--- src/rtl/qos_wrr_sched_pkg.sv ---
// qos_wrr_sched shared types and constants.
// State encoding, sizing, and head-word destination field helper.
package qos_pkg;

  localparam int NUM_Q    = 4;
  localparam int DATA_W   = 12;
  localparam int WEIGHT_W = 3;
  localparam int DEST_MSB = 11;

  typedef enum logic {
    IDLE = 1'b0,
    RUN  = 1'b1
  } state_t;

  function automatic logic [1:0] destOf(
    input logic [DATA_W-1:0] word
  );
    return word[DEST_MSB:DEST_MSB-1];
  endfunction

endpackage

--- src/rtl/qos_wrr_sched_if.sv ---
// Class-queue and destination-FIFO signal bundle.
// master = scheduler side, slave = FIFO side.
interface qos_wrr_sched_if
  import qos_pkg::*;
();

  logic [NUM_Q-1:0]        q_empty;
  logic [NUM_Q*DATA_W-1:0] q_head;
  logic [NUM_Q-1:0]        pop;
  logic [NUM_Q-1:0]        dst_almost_full;
  logic [NUM_Q-1:0]        push;
  logic [DATA_W-1:0]       data_out;

  modport master (
    input  q_empty,
    input  q_head,
    input  dst_almost_full,
    output pop,
    output push,
    output data_out
  );

  modport slave (
    output q_empty,
    output q_head,
    output dst_almost_full,
    input  pop,
    input  push,
    input  data_out
  );

endinterface

--- src/rtl/qos_wrr_sched_rr_pick4.sv ---
// Rotating-priority finder over four requesters.
// Searches start+1, start+2, start+3, then start itself.
module rr_pick4 (
  input  logic [3:0] elig,
  input  logic [1:0] start,
  output logic       found,
  output logic [1:0] idx
);

  logic [1:0] cand;

  // Walk farthest-first so the nearest hit is the last write.
  always_comb begin
    found = 1'b0;
    idx   = start;
    cand  = start;
    for (int k = 4; k >= 1; k--) begin
      cand = start + 2'(k);
      if (elig[cand]) begin
        found = 1'b1;
        idx   = cand;
      end
    end
  end

endmodule

--- src/rtl/qos_wrr_sched.sv ---
// Weighted round-robin scheduler across four class FIFOs.
// Pops one eligible class per cycle, pushes the word a cycle later.
module qos_wrr_sched
  import qos_pkg::*;
(
  input  logic                      clk,
  input  logic                      reset,
  input  logic                      active,
  input  logic                      cfg_load,
  input  logic [NUM_Q*WEIGHT_W-1:0] weights,
  qos_wrr_sched_if.master           qi,
  output logic [1:0]                grant_id,
  output logic                      busy
);

  state_t state;
  state_t nextState;

  logic [WEIGHT_W-1:0] wReg [NUM_Q];
  logic [1:0]          ptr;
  logic [WEIGHT_W-1:0] credit;

  logic [NUM_Q-1:0]  elig;
  logic              arbEn;
  logic              stay;
  logic              pickFound;
  logic [1:0]        pickIdx;
  logic              grantVld;
  logic [1:0]        grantIdx;
  logic [DATA_W-1:0] grantHead;

  logic [NUM_Q-1:0]  pushR;
  logic [DATA_W-1:0] dataR;
  logic [1:0]        gidR;

  always_ff @(posedge clk) begin
    if (reset) state <= IDLE;
    else       state <= nextState;
  end

  always_comb begin
    nextState = state;
    unique case (state)
      IDLE: if (active)  nextState = RUN;
      RUN:  if (!active) nextState = IDLE;
      default: nextState = IDLE;
    endcase
  end

  always_comb begin
    busy  = (state == RUN);
    arbEn = (state == RUN) && active;
  end

  always_comb begin
    elig = '0;
    for (int i = 0; i < NUM_Q; i++) begin
      elig[i] = !qi.q_empty[i]
        && (wReg[i] != '0)
        && !qi.dst_almost_full[
             destOf(qi.q_head[i*DATA_W +: DATA_W])];
    end
  end

  rr_pick4 u_pick (
    .elig  (elig),
    .start (ptr),
    .found (pickFound),
    .idx   (pickIdx)
  );

  // Current class keeps the grant while it has credit left.
  always_comb begin
    stay      = elig[ptr] && (credit != '0);
    grantVld  = arbEn && (stay || pickFound);
    grantIdx  = stay ? ptr : pickIdx;
    grantHead = qi.q_head[grantIdx*DATA_W +: DATA_W];
    qi.pop    = grantVld
      ? (NUM_Q'(1) << grantIdx) : '0;
  end

  always_ff @(posedge clk) begin
    if (reset) begin
      ptr    <= '0;
      credit <= '0;
      pushR  <= '0;
      dataR  <= '0;
      gidR   <= '0;
      for (int i = 0; i < NUM_Q; i++) wReg[i] <= '1;
    end else begin
      pushR <= '0;
      if (grantVld) begin
        pushR <= NUM_Q'(1) << destOf(grantHead);
        dataR <= grantHead;
        gidR  <= grantIdx;
      end
      if (state == IDLE) begin
        credit <= '0;
        if (cfg_load) begin
          for (int i = 0; i < NUM_Q; i++)
            wReg[i] <= weights[i*WEIGHT_W +: WEIGHT_W];
        end
      end else if (grantVld) begin
        if (stay) begin
          credit <= credit - WEIGHT_W'(1);
        end else begin
          ptr    <= pickIdx;
          credit <= wReg[pickIdx] - WEIGHT_W'(1);
        end
      end
    end
  end

  assign qi.push     = pushR;
  assign qi.data_out = dataR;
  assign grant_id    = gidR;

endmodule

--- src/flat_wrapper.sv ---
// flat-port wrapper written by rule: the top's interface ports become plain ports
module qos_wrr_sched_flat import qos_pkg::*;
  (clk, reset, active, cfg_load, weights, grant_id, busy, qi_q_empty, qi_q_head, qi_dst_almost_full, qi_pop, qi_push, qi_data_out);
  qos_wrr_sched_if qi_i ();
  input  logic clk;
  input  logic reset;
  input  logic active;
  input  logic cfg_load;
  input  logic [NUM_Q*WEIGHT_W-1:0] weights;
  output logic [1:0] grant_id;
  output logic busy;
  input wire logic [$bits(qi_i.q_empty)-1:0] qi_q_empty;
  input wire logic [$bits(qi_i.q_head)-1:0] qi_q_head;
  input wire logic [$bits(qi_i.dst_almost_full)-1:0] qi_dst_almost_full;
  output wire logic [$bits(qi_i.pop)-1:0] qi_pop;
  output wire logic [$bits(qi_i.push)-1:0] qi_push;
  output wire logic [$bits(qi_i.data_out)-1:0] qi_data_out;
  assign qi_i.q_empty = qi_q_empty;
  assign qi_i.q_head = qi_q_head;
  assign qi_i.dst_almost_full = qi_dst_almost_full;
  assign qi_pop = qi_i.pop;
  assign qi_push = qi_i.push;
  assign qi_data_out = qi_i.data_out;
  qos_wrr_sched u_core (.clk(clk), .reset(reset), .active(active), .cfg_load(cfg_load), .weights(weights), .qi(qi_i), .grant_id(grant_id), .busy(busy));
endmodule
--- config.mk ---
export PLATFORM = sky130hd
export DESIGN_NAME = qos_wrr_sched_flat
export DESIGN_NICKNAME = d
export VERILOG_FILES = /design/src/rtl/qos_wrr_sched_pkg.sv /design/src/rtl/qos_wrr_sched_if.sv /design/src/rtl/qos_wrr_sched_rr_pick4.sv /design/src/rtl/qos_wrr_sched.sv /design/src/flat_wrapper.sv
export SDC_FILE = /design/constraint.sdc
export NUM_CORES = 1
export LEC_CHECK = 0
export ABC_CLOCK_PERIOD_IN_PS = 4000
export BUFFER_PORTS_ARGS = -buffer_cell sky130_fd_sc_hd__buf_2
export CORE_MARGIN = 3
export CORE_UTILIZATION = 48
export DETAILED_ROUTE_END_ITERATION = 6
export PLACE_DENSITY_LB_ADDON = 0.2
export SYNTH_ARGS = -nofsm -noshare
export SYNTH_HDL_FRONTEND = slang
export SYNTH_SLANG_ARGS = --single-unit
--- constraint.sdc ---
create_clock -name clk -period 4 [get_ports clk]
set_clock_uncertainty 0.05 [all_clocks]
set_input_delay 0.2 -clock clk [delete_from_list [all_inputs] [get_ports clk]]
set_output_delay 0.2 -clock clk [all_outputs]
set_load 0.01 [all_outputs]
==> impl_metrics.yaml, run 1 <==
logic_synthesis:
  synth_largest_area_cell: "dfxtp_1"
  synth_enable_flop_cells: 12
  syn_inst: 217
  synth_area_per_cell_um2: 10.3
  ys.flop_type: "dfxtp_1"
  synthArstFlopShare_pct: 0
  synth.area.top_cells: "dfxtp_1 (21%), edfxtp_1 (16%), mux2i_1 (15%)"
  synth_cell_types: 55
  yosys_warnings: 0
  synth_top_area_share_pct: 21.4
  synth-seq-cells: 36
  synth.cell_area_um2: 2250
  synth.net_count: 290
  ys_seq_area_share_pct: 37.4
finish:
  nFillCells: 391
  drive_gt1_share_pct: 40.3
  area_growth_pct: 25.6
  multi_input_area_um2: 1320
  seqCellArea_um2: 841
  nets: 380
  diodes: 0
placed_design:
  post-dp-hpwl_mm: 4.42
  place.gp.congestion: 0.923
  preCtsSetupSlack_ns: 0.630
  io_buffers: 94
sta:
  drv_slew: 0
  tns_ns: 0
  min_period_over_period_pct: 81.2
  setup_viol: 0
  slew_headroom_pct: 61.4
  timing.final.ws_setup_ns: 0.751
  fin_crit_ns: 3.25
  worstMarginPinSlew_ns: 0.575
  max_freq_mhz: 308
  hold_viol_final: 0
  rsz0062_at_grt: "no"
run_status:
  status: "finished clean"
clock_network:
  clk_latency_ns: 0.28
  ctsHoldBuffers: 0
  cts-root-buf: "clkbuf_8"
  cts_resized: 0
  htreeDepth: 2
  cts_setup_buffers: 0
  cts.sink_count: 36
  clk_path_buf_depth: 2
  cts_made_buffers: 5
  cts_tree: "built"
  clk_pin_slew_worst_paths_ns: 0.07
pwr:
  ir_drop_uv: 253
  power_density_nw_per_um2: 320
  p_leak_nw: 1.23
die:
  fp.dieH_um: 74.4
  num_rows: 24
  die_w_um: 74.4
  dieArea_um2: 5540
  core_area_um2: 4440
  io_pins: 95
  start_util_pct: 50.5
setup_path:
  critical-path-max-stage-delay_ns: 0.54
  r2r-start: "u_core.wReg[1][1]"
  worst_setup_path_start_kind: "flip-flop"
  path_cells: "or2_2 > or4_4 > a41oi_2 > o41a_1 > buf_4 > nand3_1 > nor2b_1 > buf_2"
  cp-end-kind: "output port"
  startpoint: "u_core.ptr[0]"
  arrival_ns: 3.00
  cp_max_fo: 27
  slowest_stage: "or4_4"
  worstPathRequired_ns: 3.75
  path_class: "flip-flop to output port"
global_routing:
  grt_util_all_layers_pct: 20.2
  grt_pass1_vias: 1891
  grt_max_degree: 34
  grt-ovfl-total: 0
  grt_pass1_wl_mm: 8.64
  antenna_found_initial: 0
job:
  cap_violations: 0
detailed_routing:
  dr.pass1.iters: 4
  wirelength_mm: 5.54
  route.detailed.drc: 0
  routedWlPerCell_um: 15.4
  antenna_left: 0
  via_count: 2077
  vias_per_cell: 5.77
  drt_iter0_drc: 107
min_path:
  hp-start: "weights[1]"
  holdCritPathClass: "input pin to flip-flop"
## routing by layer
| layer | share of wire, % | routed length [um] | vias up | global-route usage (%) |
|---|---|---|---|---|
| met5 | 0 | 0 | - | 0 |
| met4 | 1.9 | 104 | 0 | 7.51 |
| met3 | 7.2 | 400 | 11 | 5.68 |
| met2 | 47 | 2630 | 87 | 31.4 |
| met1 | 43 | 2410 | 943 | 26.8 |
| li1 | - | - | 1036 | - |
## placed cells by master (no fill, tap or decap), types with 3 or more instances in the layout
| master | instances |
|---|---|
| mux4_2 | 4 |
| clkbuf_8 | 5 |
| nor3b_2 | 3 |
| nor3_1 | 5 |
| nand2_1 | 8 |
| nand2b_1 | 7 |
| o221ai_1 | 11 |
| or4_1 | 4 |
| or3_1 | 17 |
| nand3b_1 | 12 |
| buf_2 | 94 |
| a21oi_1 | 4 |
| nor2_1 | 9 |
| or2_2 | 3 |
| dfxtp_1 | 24 |
| inv_1 | 6 |
| mux2i_1 | 33 |
| edfxtp_1 | 12 |
## power by group
| part | switching [mW] | leakage [nW] | internal [mW] | total (mW) |
|---|---|---|---|---|
| Combinational | 0.124 | 0.892 | 0.117 | 0.241 |
| Clock | 0.128 | 0.0458 | 0.131 | 0.259 |
| Sequential | 0.00949 | 0.295 | 0.394 | 0.403 |
| Total | 0.262 | 1.23 | 0.642 | 0.904 |
## registers in the layout, indices dropped and copies added (netlist names)
name	cells
u_core.wReg	12
u_core.grant_id	2
u_core.ptr	2
u_core.qi.data_out	12
u_core.credit	3
u_core.qi.push	4
u_core.busy	1
## worst max-delay path: cells and delay by family (launching register included)
family,cells,cell delay [ns]
flops,1,0.39
compound gates,2,0.51
simple gates,4,1.32
buf+inv,2,0.51
## kinds of logic (layout without fill, tap and decap cells)
| logic type | count (synthesis) | after routing | synth area share, % |
|---|---|---|---|
| mux | 39 | 39 | 19.8 |
| compound gates | 39 | 39 | 14.8 |
| fa+ha+maj | 1 | 1 | 0.557 |
| buf+inv | 19 | 110 | 3.90 |
| flops | 36 | 36 | 37.4 |
| simple gates | 83 | 83 | 23.5 |
## per-stage QoR
stage | cell area, um2 | instances | total power [mW] | utilization [%] | hold slack [ns]
3_5_place_dp | 2730 | 352 | 0.653 | 61.5 | 0.399
3_3_place_gp | 2730 | 352 | 0.651 | 61.5 | 0.393
4_1_cts | 2820 | 360 | 0.912 | 63.5 | 0.111
5_1_grt | 2820 | 360 | 0.951 | 63.5 | 0.119
6_report | 2820 | 360 | 0.904 | 63.5 | 0.118
2_1_floorplan | 2250 | 217 | 0.582 | - | 0.299
## cell usage after synthesis, types with 2 or more instances
| master | n |
|---|---|
| and3_1 | 2 |
| a211oi_1 | 2 |
| mux4_2 | 4 |
| nand2_1 | 8 |
| or2_2 | 3 |
| nor4_1 | 2 |
| or4_1 | 4 |
| nor2_1 | 9 |
| nand3_1 | 2 |
| clkbuf_1 | 9 |
| mux2i_1 | 33 |
| o221ai_1 | 11 |
| a41oi_2 | 2 |
| nand3b_1 | 12 |
| a21oi_1 | 4 |
| buf_4 | 2 |
| or3_1 | 17 |
| nor3_2 | 2 |
| edfxtp_1 | 12 |
| a211o_1 | 2 |
| nor3_1 | 5 |
| dfxtp_1 | 24 |
| inv_1 | 6 |
| nor3b_2 | 3 |
| nand2b_1 | 7 |
## path summary, 6_finish.rpt
path                        end  slack (ns)  cells past startpoint
max                   qi_pop[1]        0.75                      8
min           u_core.wReg[0][1]        0.12                      2
max reg2reg    u_core.credit[2]        0.89                     12
min reg2reg  u_core.grant_id[0]        0.40                      2
## final cells by class
cell class                 instances  share of cell area, %
clock buffer                       7                   2.84
tap                               52                   2.31
clock inverter                     1                  0.311
multi-input combinational        162                   46.7
timing repair buffer              96                   17.2
sequential                        36                   29.8
inverter                           6                  0.799
No activity file was read; power rests on OpenSTA's default activity.
==> run 2: changes to the inputs <==
--- a/config.mk
+++ b/config.mk
@@ -5,10 +5,11 @@
 export SDC_FILE = /design/constraint.sdc
 export NUM_CORES = 1
 export LEC_CHECK = 0
-export ABC_CLOCK_PERIOD_IN_PS = 4000
+export ABC_AREA = 1
+export ABC_CLOCK_PERIOD_IN_PS = 3170
 export BUFFER_PORTS_ARGS = -buffer_cell sky130_fd_sc_hd__buf_2
 export CORE_MARGIN = 3
-export CORE_UTILIZATION = 48
+export CORE_UTILIZATION = 50
 export DETAILED_ROUTE_END_ITERATION = 6
 export PLACE_DENSITY_LB_ADDON = 0.2
 export SYNTH_ARGS = -nofsm -noshare
==> constraint.sdc (replaced) <==
create_clock -name clk -period 3.17 [get_ports clk]
set_clock_uncertainty 0.05 [all_clocks]
set_input_delay 0.1585 -clock clk [delete_from_list [all_inputs] [get_ports clk]]
set_output_delay 0.1585 -clock clk [all_outputs]
set_load 0.01 [all_outputs]
==> impl_metrics.yaml, run 2 <==
die:
  core_area_um2: 4850
  io_pins: 95
  dieArea_um2: 6060
  fp.dieH_um: 77.9
  die_w_um: 77.9
  start_util_pct: 53.3
  num_rows: 25
global_routing:
  antenna_found_initial: 0
  grt_pass1_vias: 2482
  grt_util_all_layers_pct: 21.6
  grt_max_degree: 28
  grt_pass1_wl_mm: 10.6
  grt-ovfl-total: 0
setup_path:
  cp_common_cell: "nand2_1"
  cp-end-kind: "output port"
  worstPathRequired_ns: 2.96
  path_class: "flip-flop to output port"
  cp_num_buf_inv: 3
  slowest_stage: "dfxtp_1"
  arrival_ns: 2.67
  cp_max_fo: 16
  cp_top_family: "simple AND/OR/NAND/NOR gates"
  path_cells: "inv_1 > nand2_1 > nand2_1 > nand2_1 > nand2_2 > nor2_8 > a21oi_2 > a21oi_4 > inv_2 > nor2_1 > buf_2"
  worst_setup_path_start_kind: "flip-flop"
  critical-path-max-stage-delay_ns: 0.56
finish:
  nFillCells: 467
  final_common_cell: "nand2_1"
  area_growth_pct: 23.9
  final_util_pct: 66.0
  nets: 585
  seqCellArea_um2: 841
  diodes: 0
  multi_input_area_um2: 1300
  drive_gt1_share_pct: 26.7
  final_cell_mix: "nand2_1 (122), buf_2 (94), inv_1 (91), nand3_1 (60), nor2_1 (41)"
  instances_no_fill: 580
pwr:
  ir_drop_uv: 299
  p_leak_nw: 1.94
  power_density_nw_per_um2: 443
  power_mw: 1.42
detailed_routing:
  antenna_left: 0
  drt_iter0_drc: 134
  via_count: 2734
  vias_per_cell: 4.71
  route.detailed.drc: 0
  wirelength_mm: 6.31
  routedWlPerCell_um: 10.9
  dr.pass1.iters: 4
logic_synthesis:
  ys_seq_area_share_pct: 32.6
  synth-seq-cells: 36
  synth_area_per_cell_um2: 6.16
  synth_enable_flop_cells: 12
  syn_inst: 419
  synthArstFlopShare_pct: 0
  synth_top_area_share_pct: 18.6
  synth.cell_area_um2: 2580
  synth.area.top_cells: "dfxtp_1 (19%), nand2_1 (18%), edfxtp_1 (14%)"
  synth_cell_types: 31
  synth_common_cells: "nand2_1 (122), inv_1 (91), nand3_1 (60), nor2_1 (41), dfxtp_1 (24)"
  ys.flop_type: "dfxtp_1"
  synth.net_count: 492
  synth_largest_area_cell: "dfxtp_1"
  yosys_warnings: 0
  synth_most_common_cell: "nand2_1"
clock_network:
  cts_made_buffers: 5
  cts_setup_buffers: 0
  clk_pin_slew_worst_paths_ns: 0.08
  cts.sink_count: 36
  ctsHoldBuffers: 0
  cts_resized: 0
  clk_latency_ns: 0.29
  clk_path_buf_depth: 2
  cts-root-buf: "clkbuf_8"
  cts_tree: "built"
  htreeDepth: 2
run_status:
  status: "finished clean"
min_path:
  holdCritPathClass: "input pin to flip-flop"
sta:
  setup_viol: 0
  fin_crit_ns: 2.88
  hold_viol_final: 0
  timing.final.ws_setup_ns: 0.291
  max_freq_mhz: 347
  worstMarginPinSlew_ns: 0.568
  drv_slew: 0
  rsz0062_at_grt: "no"
  tns_ns: 0
  min_period_over_period_pct: 90.8
  slew_headroom_pct: 61.9
placed_design:
  dp_cells: 572
  io_buffers: 94
  post-dp-hpwl_mm: 4.96
  place.gp.congestion: 0.917
  preCtsSetupSlack_ns: 0.604
job:
  cap_violations: 0
==> run 2: cells by family (layout without fill, tap and decap cells) <==
group	Yosys count	count (layout)	share of synthesized area, %
buffers and inverters	109	203	17.2
xor gates and xnor gates	1	1	0.630
DFF	36	36	32.6
AOI/OAI and AO/OA	20	20	5.67
adders and majority gates	1	1	0.484
and+or+nand+nor	252	252	43.5
==> run 2: metal layers <==
metal	up-vias	global-route usage, %	routed length (um)
li1	1451	-	-
met2	77	34.4	3010
met3	7	3.94	408
met1	1199	28.3	2800
met4	0	9.43	95
met5	-	0	0
==> run 2: final timing paths <==
kind                      start                     to  slack (ns)  cells after the start
min reg2reg  u_core.grant_id[1]     u_core.grant_id[1]        0.42                      2
min                      active            u_core.busy        0.04                      3
max reg2reg       u_core.ptr[0]  u_core.qi.data_out[7]        0.56                     14
max               u_core.ptr[0]              qi_pop[2]        0.29                     11
==> run 2: stage by stage <==
| step | hold slack (ns) | area (um2) |
|---|---|---|
| after floorplan | 0.215 | 2580 |
| after global placement | 0.343 | 3090 |
| after detailed placement | 0.346 | 3090 |
| after CTS | 0.0359 | 3200 |
| after global routing | 0.0389 | 3200 |
| final | 0.0409 | 3200 |
==> run 2: power breakdown <==
part | internal [mW] | total [mW] | switching, mW
Clock | 0.233 | 0.395 | 0.162
Sequential | 0.500 | 0.514 | 0.0143
Combinational | 0.186 | 0.507 | 0.321
==> run 2: layout make-up <==
cell class / count / area share (%)
flip-flops and latches: 36 / 26.3
clock inverters: 2 / 1.10
inverters: 96 / 11.3
repair buffers: 99 / 15.9
well taps: 67 / 2.62
clock buffers: 6 / 2.27
multi-input cells: 274 / 40.6
==> run 2: tightest hold or removal path, stage by stage <==
cell	delay (ns)
buf_2	0.11
inv_1	0.04
nor2_1	0.03
==> run 3: changes to the inputs <==
--- a/config.mk
+++ b/config.mk
@@ -9,7 +9,7 @@
 export ABC_CLOCK_PERIOD_IN_PS = 3170
 export BUFFER_PORTS_ARGS = -buffer_cell sky130_fd_sc_hd__buf_2
 export CORE_MARGIN = 3
-export CORE_UTILIZATION = 50
+export CORE_UTILIZATION = 27
 export DETAILED_ROUTE_END_ITERATION = 6
 export PLACE_DENSITY_LB_ADDON = 0.2
 export SYNTH_ARGS = -nofsm -noshare
==> impl_metrics.yaml, run 3 (synthesis results as in run 2) <==
run_status:
  status: "finished clean"
finish:
  multi_input_area_um2: 1300
  nFillCells: 1048
  stdcell_area_um2: 3270
  final_common_cell: "nand2_1"
  area_growth_pct: 26.6
  nets: 586
  final_util_pct: 35.2
  seqCellArea_um2: 841
  drive_gt1_share_pct: 27.0
  final_cell_mix: "nand2_1 (122), buf_2 (94), inv_1 (91), nand3_1 (60), nor2_1 (41)"
  diodes: 0
setup_path:
  path_class: "flip-flop to output port"
  reg2reg_slack_ns: 0.57
  cp-end-kind: "output port"
  worstPathRequired_ns: 2.96
  cp_max_fo: 19
  r2r-start: "u_core.ptr[0]"
  rr_worst_depth: 14
  arrival_ns: 2.60
  worst_setup_path_start_kind: "flip-flop"
  reg2reg_to: "u_core.qi.data_out[7]"
pwr:
  power_density_nw_per_um2: 421
  ir_drop_uv: 162
  p_leak_nw: 1.93
  power_mw: 1.38
sta:
  drv_slew: 0
  worstMarginPinSlew_ns: 0.559
  rsz0062_at_grt: "no"
  tns_ns: 0
  min_period_over_period_pct: 88.5
  setup_viol: 0
  max_freq_mhz: 357
  hold_viol_final: 0
  slew_headroom_pct: 62.5
  fin_crit_ns: 2.80
clock_network:
  cts-root-buf: "clkbuf_8"
  ctsHoldBuffers: 0
  cts_tree: "built"
  cts_resized: 0
  htreeDepth: 2
  clk_latency_ns: 0.30
  cts_setup_buffers: 0
  clk_path_buf_depth: 2
  clk_pin_slew_worst_paths_ns: 0.07
  cts_made_buffers: 5
  cts.sink_count: 36
min_path:
  hold_end: "u_core.busy"
  holdCritPathClass: "input pin to flip-flop"
  hp-start: "active"
  hold_depth: 3
die:
  die_w_um: 104
  core_area_um2: 9280
  num_rows: 35
  dieArea_um2: 10800
  io_pins: 95
  start_util_pct: 27.8
  fp.dieH_um: 104
placed_design:
  post-dp-hpwl_mm: 5.89
  place.gp.congestion: 0.837
  io_buffers: 94
  postPlaceCellArea_um2: 3180
detailed_routing:
  route.detailed.drc: 0
  vias_per_cell: 4.28
  antenna_left: 0
  routedWlPerCell_um: 11.5
  dr.pass1.iters: 4
  via_count: 2751
  wirelength_mm: 7.38
  drt_iter0_drc: 96
global_routing:
  grt_pass1_wl_mm: 12.1
  grt_util_all_layers_pct: 13.7
  grt_max_degree: 20
  grt_pass1_vias: 2532
  grt-ovfl-total: 0
  antenna_found_initial: 0
job:
  cap_violations: 0
==> run 3: layout make-up <==
| class | count | area share [%] |
|---|---|---|
| well taps | 129 | 4.94 |
| clock inverters | 3 | 0.727 |
| multi-input cells | 274 | 39.7 |
| inverters | 96 | 11.0 |
| repair buffers | 100 | 15.8 |
| flip-flops and latches | 36 | 25.7 |
| clock buffers | 5 | 2.10 |
==> run 3: worst max-delay path by stage <==
stage                                  endpoint         startpoint  cells past startpoint
after global routing                  qi_pop[3]      u_core.ptr[0]                     11
after CTS                             qi_pop[3]  u_core.wReg[2][1]                     13
final                                 qi_pop[3]      u_core.ptr[0]                     11
after floorplan                u_core.credit[1]      u_core.ptr[0]                     15
after detailed placement  u_core.qi.data_out[7]      u_core.ptr[0]                     14
after global placement    u_core.qi.data_out[7]      u_core.ptr[0]                     14
==> run 3: routing by layer <==
metal  GRT usage (%)  vias up  part of all wire [%]
li1                -     1452                     -
met1            19.0     1235                    50
met2            21.5       62                    45
met3            3.24        2                   4.6
met4            3.42        0                  0.66
met5               0        -                     0
==> run 3: report_power, final <==
| part | switching, mW | total, mW | internal [mW] |
|---|---|---|---|
| registers | 0.0144 | 0.514 | 0.499 |
| logic | 0.328 | 0.518 | 0.190 |
| clock network | 0.188 | 0.344 | 0.156 |
==> run 3: through the flow <==
step | std cells | hold slack (ns) | setup slack, ns
6_report | 643 | 0.0473 | 0.366
5_1_grt | 643 | 0.0608 | 0.112
4_1_cts | 643 | 0.0408 | 0.348
3_5_place_dp | 635 | 0.347 | 0.574
3_3_place_gp | 635 | 0.352 | 0.613
2_1_floorplan | 419 | 0.215 | 1.01
==> run 3: worst max-delay path: stages (launching register included) <==
cell	delay [ns]
dfxtp_1	0.57
inv_1	0.21
nand2_1	0.16
nand3_1	0.11
nand2_1	0.08
nand3_1	0.08
nand3_1	0.14
nand2_4	0.10
a21boi_4	0.31
buf_4	0.32
nor2_1	0.07
buf_2	0.15
